File: config.mk
export PLATFORM = sky130hd
export DESIGN_NAME = memory_param_rmw
export DESIGN_NICKNAME = d
export VERILOG_FILES = /design/src/rtl/memory_pkg.sv /design/src/rtl/sweep_counter.sv /design/src/rtl/memory_param_rmw.sv
export SDC_FILE = /design/constraint.sdc
export NUM_CORES = 1
export LEC_CHECK = 0
export BUFFER_PORTS_ARGS = -buffer_cell sky130_fd_sc_hd__buf_2
export CORE_MARGIN = 3
export CORE_UTILIZATION = 45
export CTS_CLUSTER_DIAMETER = 60
export DETAILED_ROUTE_END_ITERATION = 16
export PLACE_DENSITY_LB_ADDON = 0.08
export SLEW_MARGIN = 20
export SYNTH_ARGS = -nofsm -noshare
export SYNTH_HDL_FRONTEND = slang
export SYNTH_SLANG_ARGS = --single-unit
File: constraint.sdc
create_clock -name clk -period 10.19 [get_ports clk]
set_input_delay 1.019 -clock clk [delete_from_list [all_inputs] [get_ports clk]]
set_output_delay 1.019 -clock clk [all_outputs]
set_load 0.005 [all_outputs]
File: src/rtl/memory_pkg.sv
// Shared opcodes and FSM state encodings for the parametrised RMW data memory.
package memory_pkg;

   localparam logic [2:0] OP_NOP   = 3'b000;
   localparam logic [2:0] OP_READ  = 3'b001;
   localparam logic [2:0] OP_WRITE = 3'b010;
   localparam logic [2:0] OP_INC   = 3'b011;
   localparam logic [2:0] OP_DEC   = 3'b100;
   localparam logic [2:0] OP_CLEAR = 3'b101;

   typedef enum logic [1:0] {
      ST_IDLE  = 2'b00,
      ST_RMW   = 2'b01,
      ST_SWEEP = 2'b10
   } state_t;

endpackage

File: src/rtl/sweep_counter.sv
// Address counter for the CLEAR sweep: walks 0..DEPTH-1 and flags the last word.
module sweep_counter #(
   parameter int ADDR_W = 4,
   parameter int DEPTH  = 16
) (
   input  logic              clk,
   input  logic              reset,
   input  logic              start,
   input  logic              en,
   output logic [ADDR_W-1:0] cnt,
   output logic              done
);

   localparam logic [ADDR_W-1:0] LAST = ADDR_W'(DEPTH - 1);

   assign done = (cnt == LAST);

   // NOTE: sequential state uses non-blocking assignments so every register samples pre-edge values.
   always_ff @(posedge clk or posedge reset) begin
      if (reset) begin
         cnt <= '0;
      end else if (start) begin
         cnt <= '0;
      end else if (en) begin
         cnt <= done ? '0 : cnt + ADDR_W'(1);
      end
   end

endmodule

File: src/rtl/memory_param_rmw.sv
// Parametrised data memory with registered read, in-place INC/DEC and a full-array CLEAR sweep.
module memory_param_rmw
   import memory_pkg::*;
#(
   parameter int DATA_W     = 8,
   parameter int ADDR_W     = 4,
   parameter int DEPTH      = 16,
   parameter bit INIT_SWEEP = 1'b1
) (
   input  logic              clk,
   input  logic              reset,
   input  logic [DATA_W-1:0] data_in,
   input  logic [ADDR_W-1:0] address,
   input  logic [2:0]        ctrl,
   output logic [DATA_W-1:0] data_out,
   output logic              valid,
   output logic              busy
);

   localparam logic [ADDR_W:0] DEPTH_L = (ADDR_W + 1)'(DEPTH);

   logic [DATA_W-1:0] mem [DEPTH];

   state_t            state;
   logic [ADDR_W-1:0] rmw_addr;
   logic              rmw_inc;
   logic [ADDR_W-1:0] cnt;
   logic              sweep_done;
   logic              in_range;
   logic              rmw_in_range;
   logic [DATA_W-1:0] rmw_old;
   logic [DATA_W-1:0] rmw_val;
   logic              we;
   logic [ADDR_W-1:0] waddr;
   logic [DATA_W-1:0] wdata;

   assign in_range     = ({1'b0, address}  < DEPTH_L);
   assign rmw_in_range = ({1'b0, rmw_addr} < DEPTH_L);
   assign rmw_old      = mem[rmw_addr];
   assign rmw_val      = rmw_inc ? rmw_old + DATA_W'(1) : rmw_old - DATA_W'(1);

   sweep_counter #(
      .ADDR_W (ADDR_W),
      .DEPTH  (DEPTH)
   ) u_sweep (
      .clk   (clk),
      .reset (reset),
      .start (state == ST_IDLE && ctrl == OP_CLEAR),
      .en    (state == ST_SWEEP),
      .cnt   (cnt),
      .done  (sweep_done)
   );

   // Single write port; the sweep wins over a pending RMW, which wins over a plain WRITE.
   // NOTE: every always_comb output gets a default first so no latch is inferred.
   always_comb begin
      we    = 1'b0;
      waddr = address;
      wdata = data_in;
      if (!reset) begin
         if (state == ST_SWEEP) begin
            we    = 1'b1;
            waddr = cnt;
            wdata = '0;
         end else if (state == ST_RMW) begin
            we    = rmw_in_range;
            waddr = rmw_addr;
            wdata = rmw_val;
         end else if (state == ST_IDLE && ctrl == OP_WRITE) begin
            we    = in_range;
         end
      end
   end

   // NOTE: the array has no reset; initialisation is the job of the CLEAR sweep, which keeps it RAM-inferable.
   always_ff @(posedge clk) begin
      if (we) mem[waddr] <= wdata;
   end

   always_ff @(posedge clk or posedge reset) begin
      if (reset) begin
         state    <= INIT_SWEEP ? ST_SWEEP : ST_IDLE;
         busy     <= INIT_SWEEP;
         data_out <= '0;
         valid    <= 1'b0;
         rmw_addr <= '0;
         rmw_inc  <= 1'b0;
      end else begin
         valid <= 1'b0;
         case (state)
            ST_IDLE: begin
               case (ctrl)
                  OP_READ: begin
                     data_out <= in_range ? mem[address] : '0;
                     valid    <= 1'b1;
                  end
                  OP_INC, OP_DEC: begin
                     state    <= ST_RMW;
                     busy     <= 1'b1;
                     rmw_addr <= address;
                     rmw_inc  <= (ctrl == OP_INC);
                  end
                  OP_CLEAR: begin
                     state <= ST_SWEEP;
                     busy  <= 1'b1;
                  end
                  default: ;
               endcase
            end
            ST_RMW: begin
               data_out <= rmw_in_range ? rmw_val : '0;
               valid    <= 1'b1;
               state    <= ST_IDLE;
               busy     <= 1'b0;
            end
            ST_SWEEP: begin
               if (sweep_done) begin
                  state <= ST_IDLE;
                  busy  <= 1'b0;
               end
            end
            default: begin
               state <= ST_IDLE;
               busy  <= 1'b0;
            end
         endcase
      end
   end

endmodule

* Yosys cells after proc, flatten, opt, wreduce, memory -nomap -nowiden
Memory sizes are Yosys's and may differ from the RTL's.
Index checks and enable logic that the tools add are counted.
** Operators by class
- Add/subtract/negate cells :: 3
- Equality and inequality tests :: 12
- Multiplexer cells :: 26
- Reduce and logical (&&, ||, !) cells :: 11
** Operators by type and width (number)
- $mux 8 :: 5
- $mux 4 :: 6
- $pmux 8 s2 :: 1
- $mux 1 :: 9
- $add 8x1->8 const B :: 1
- $pmux 2 s2 :: 2
- $reduce_and 2->1 :: 4
- $sub 8x1->8 const B :: 1
- $eq 3x2->1 const B :: 2
- $eq 3x3->1 const B :: 2
- $add 4x1->4 const B :: 1
- $eq 4x4->1 const B :: 1
- $ne 2x2->1 const B :: 2
- $pmux 1 s2 :: 2
- $reduce_bool 2->1 :: 2
- $eq 3x1->1 const B :: 1
- $ne 3x2->1 const B :: 1
- $reduce_or 3->1 :: 1
- $eq 2x1->1 const B :: 1
- $eq 2x2->1 const B :: 1
- $logic_and 1x1->1 :: 2
- $logic_not 2->1 :: 1
- $mux 2 :: 1
- $ne 2x1->1 const B :: 1
- $reduce_or 2->1 :: 1
** Word-level totals
- Flip-flop bits (word level) :: 21
- Memory bits (writable) :: 128
- Input bits :: 17
- Output and inout port bits :: 10
- Word-level logic and storage cells :: 60
- Memories :: 1
** Memories
- mem :: words 16, bits a word 8, read ports 2, clocked after memory_dff 0, write ports 1, RTL line memory_param_rmw.sv:22 : logic [DATA_W-1:0] mem [DEPTH];

* Longest topological paths before layout
- Depth in word-level cells :: 8
- Depth in mapped cells :: 13
- Gate-level depth less buffers :: 11

* By module
A second synthesis with hierarchy kept.
** Unflattened totals
- Cells, all modules :: 481
- Area total of the unflattened synthesis :: 7571.0 sq um
** Modules (own cells, without submodules)
- memory_param_rmw :: instances 1, cells each 460, area an instance 7360.8 sq um, sequential area each 4271.6 sq um
- sweep_counter :: instances 1, cells each 21, area an instance 210.2 sq um, sequential area each 100.1 sq um

* Least setup slack after synthesis
Ideal clock, no wire load.
- Path kind :: flip-flop to flip-flop
- Start :: register rmw_addr[0]
- End :: memory mem[0][6], data pin
- Library setup time :: 0.341 ns
- Arrival time :: 3.869 ns
- Data required time :: 9.849 ns
- Setup slack :: 5.980 ns
- Cell stages (with the launch flop) :: 13
- Path buffers :: 3
- Clock period less this slack :: 4.210 ns
- Cells stage by stage :: dfrtp_1 -> buf_6 -> buf_6 -> buf_2 -> mux4_2 -> mux4_2 -> fa_1 -> a21o_1 -> a21oi_1 -> o21ai_0 -> a21oi_1 -> xor2_1 -> o31ai_1
** On the way
- Word-level cells in the longest chain between the ends :: 6
- Elaborated cells between the ends (all ways) :: 7
- Classes of those cells :: 2 x add/sub; 4 x mux; 1 x memory
** RTL lines
- from (decl) :: RTL line memory_param_rmw.sv:25 : logic [ADDR_W-1:0] rmw_addr;
- from (signal assigned) :: RTL line memory_param_rmw.sv:100 : rmw_addr <= address;
- $mem_v2 16x8 *
- $sub 8x1->8 or $add 8x1->8 (tied branches) :: RTL line memory_param_rmw.sv:40 : assign rmw_val = rmw_inc ? rmw_old + DATA_W'(1) : rmw_old - DATA_W'(1);
- $mux 8 * :: RTL line memory_param_rmw.sv:40
- $mux 8 * :: RTL line memory_param_rmw.sv:65 : end else if (state == ST_RMW) begin
- $mux 8 * :: RTL line memory_param_rmw.sv:61 : if (state == ST_SWEEP) begin
- $mux 8 * :: RTL line memory_param_rmw.sv:60 : if (!reset) begin
- named net wdata[6] :: RTL line memory_param_rmw.sv:35 : logic [DATA_W-1:0] wdata;
- to (decl) :: RTL line memory_param_rmw.sv:22
Mark *: on every way through the listed nets, which the timed path passes. The rest lies on a longest branch.

* Final worst setup path
- Start :: register rmw_addr[0]
- End :: memory mem[3][7], data pin
The elaborated chain is that of the path after synthesis.

==> impl_results.md <==
* Clock skew at 0.0103 ns
* Clk buf depth at 2
* Fin. Hold Viols at 0
* TritonCTS Buffers at 17
* Row count at 46
* Vias at 4448
* Synth warn at 0
* Crit Path Category: flip-flop to flip-flop
* Avg Cell Area, Syn at 16.3 µm²
* DRC violations left at 0
* Port Buffers at 26
* Die H at 135 µm
* LEAKAGE at 2.90 nW
* Pin count of the biggest net entering global routing at 39
* Post-CTS Resized at 0
* Final WS setup at 5.43 ns
* CP max stage delay at 0.78 ns
* Peak supply drop at 0.140 mV
* # diodes at 0
* Fraction of layout cells with a size suffix above 1 at 0.313
* Cell with the most instances after synthesis: edfxtp_1
* Crit path top cell by count: mux4_2
* Synthesized flop and latch total at 149
* H-tree depth at 4
* Initial core utilization at 0.465
* Tmin final at 4.76 ns
* Crit path cell chain: buf_4, mux4_2, mux4_2, ha_1, a21oi_1, o211ai_1, a21o_1, a2111oi_4, xnor2_1, nand2_1, o21ai_1
* Root buf cell: clkbuf_16
* Vias in the first global route at 4618
* Area grow syn2layout at 13.2%
* Crit path buffers/inverters at 1
* Core area at 0.0161 mm²
* DRT iter0 DRCs at 420
* Outcome: completed
* Max Fclk at 210 MHz
* Total gr overflow at 0
* Antenna violations before repair at 0
* Met1 Use GR at 0.299
* GRT busiest layer: met2
* GR Util met2 at 0.347
* Max cap viols at 0
* Post-synthesis cell type with the largest combined area: edfxtp_1
* Post-synth top flop: edfxtp_1
* Synth area leaders: edfxtp_1, mux4_2, dfrtp_1
* Commonest cells post-synth: edfxtp_1, mux4_2, nand2_1
* PD cells at 281 mW/mm²
* Fill count at 1306
* # IOs at 27
* Synth Net Count at 485
* Initial DRT Pass Iterations at 4
* Worst slack, placed at 5.34 ns
* HPWL reported at the end of detailed placement at 12000 µm
* Per-cell routed wire length at 25.3 µm
* Final core utilization at 0.527
* Worst Hold Depth at 2
* Hold-fix buffers at CTS at 0
* Worst-path clk slew at 0.06 ns
* M3 GR Usage at 0.0432
* Critical-path top delay cell: o21ai_1
* Slew @ Worst Pin at 1.15 ns
* Post-synthesis cell area at 0.00750 mm²
* Crit path arrival time at 4.84 ns
* Clock sink total at 149
* Slew HR at 0.233
* Post-synthesis cell count at 460
* CP top delay family: compound AO/OA/AOI/OAI gates
* Setup TNS at 0 ns
* RSZ-0062 raised after global routing: false
* Global-route wire length before repair at 28200 µm
* Nets at 517
* Fin Hold WS at 0.478 ns
* DIE WIDTH at 135 µm
* Critical path endpoint category: flip-flop
* GP Congestion at 0.756
* Crit start category: flip-flop
* # Post-CTS Setup Buffers at 0
* Crit share post-route at 0.467
* Levels on crit path at 11
* Total Routing Usage GR at 0.214
* CTS tree: yes
* Hold Path Class: flip-flop to flip-flop
* Number of synthesized flops with an enable pin at 128
* DRT Wirelength at 18300 µm
* Top cell type's share of synthesized area at 0.513
* Slew Viols, Final at 0
* Total die area at 0.0182 mm²
* Final setup viols at 0
* Final ANT Viol Nets at 0
* Unique masters post-synth at 50
* R2R cell count at 11
* Vias per cell at 6.17
* Skew-Pair Late Insertion Delay at 0.42 ns
* Req. time, crit path at 10.27 ns
* Fraction of registers with async set/reset at 0.141
* Register area share after synthesis at 0.583
* Worst-path fanout max at 38
==> where the power goes <==
part           switching [mW]  internal [mW]  total (mW)
combinational           0.489          0.408       0.898
sequential             0.0787          0.772       0.851
clock                   0.253          0.387       0.640
total                   0.821           1.57        2.39
==> through the flow <==
stage | cell area, µm² | instances | total power, mW
after floorplan | 7500 | 460 | 1.53
after global placement | 7870 | 689 | 1.75
after detailed placement | 7880 | 689 | 1.76
after CTS | 8480 | 721 | 2.40
after global routing | 8490 | 721 | 2.52
final | 8490 | 721 | 2.39
==> logic make-up (layout without fill, tap and decap cells) <==
group                      Yosys count  count (layout)  synth area share
AOI/OAI and AO/OA                   71              71            0.0634
xor gates and xnor gates             7               7           0.00918
adders and majority gates            8               8            0.0144
buffers and inverters               37              82            0.0229
DFF                                149             149             0.583
muxes                               89              89             0.246
and+or+nand+nor                     99              99            0.0613
==> tightest hold or removal path: cells and delay by family, from the launching register on <==
kind / cells / cell delay (ns)
flops: 1 / 0.34
compound gates: 1 / 0.06
simple gates: 1 / 0.04
==> final cells by class <==
cell class                 count  area [µm²]  area share
timing repair buffer          41         243      0.0286
inverter                       9        33.8     0.00398
multi-input combinational    274        2970       0.349
tap                          216         270      0.0318
sequential                   149        4370       0.515
clock inverter                15         175      0.0206
clock buffer                  17         425      0.0501
==> sequential cells by signal (all words and copies together), names as in the netlist <==
signal and flops:
data_out 8, rmw_inc 1, mem 128, state 2, valid 1, rmw_addr 4
u_sweep.cnt 4, busy 1
==> final timing paths <==
check | start | end | slack (ns)
worst min-delay path | data_out[0] | data_out[0] | 0.48
min in group asynchronous | reset | data_out[0] | 0.81
worst min register to register | data_out[0] | data_out[0] | 0.48
max in group asynchronous | reset | rmw_addr[0] | 8.96
worst max register to register | rmw_addr[0] | mem[3][7] | 5.43
worst max-delay path | rmw_addr[0] | mem[3][7] | 5.43
==> cell usage in the layout (no fill, tap or decap), drive strengths merged, types with 8 or more instances in the layout <==
cell      n
mux4     75
dfrtp    19
inv      14
clkbuf   17
mux2i    10
o21ai    23
buf      41
nand2    32
edfxtp  128
nand2b    8
nor2     28
a21oi    14
nand3     9
==> routing by layer <==
layer	routed length, µm	part of all wire
met5	0	0
met4	298	0.016
met3	856	0.047
met2	9070	0.50
met1	8040	0.44
(Power assumes the default switching activity.)
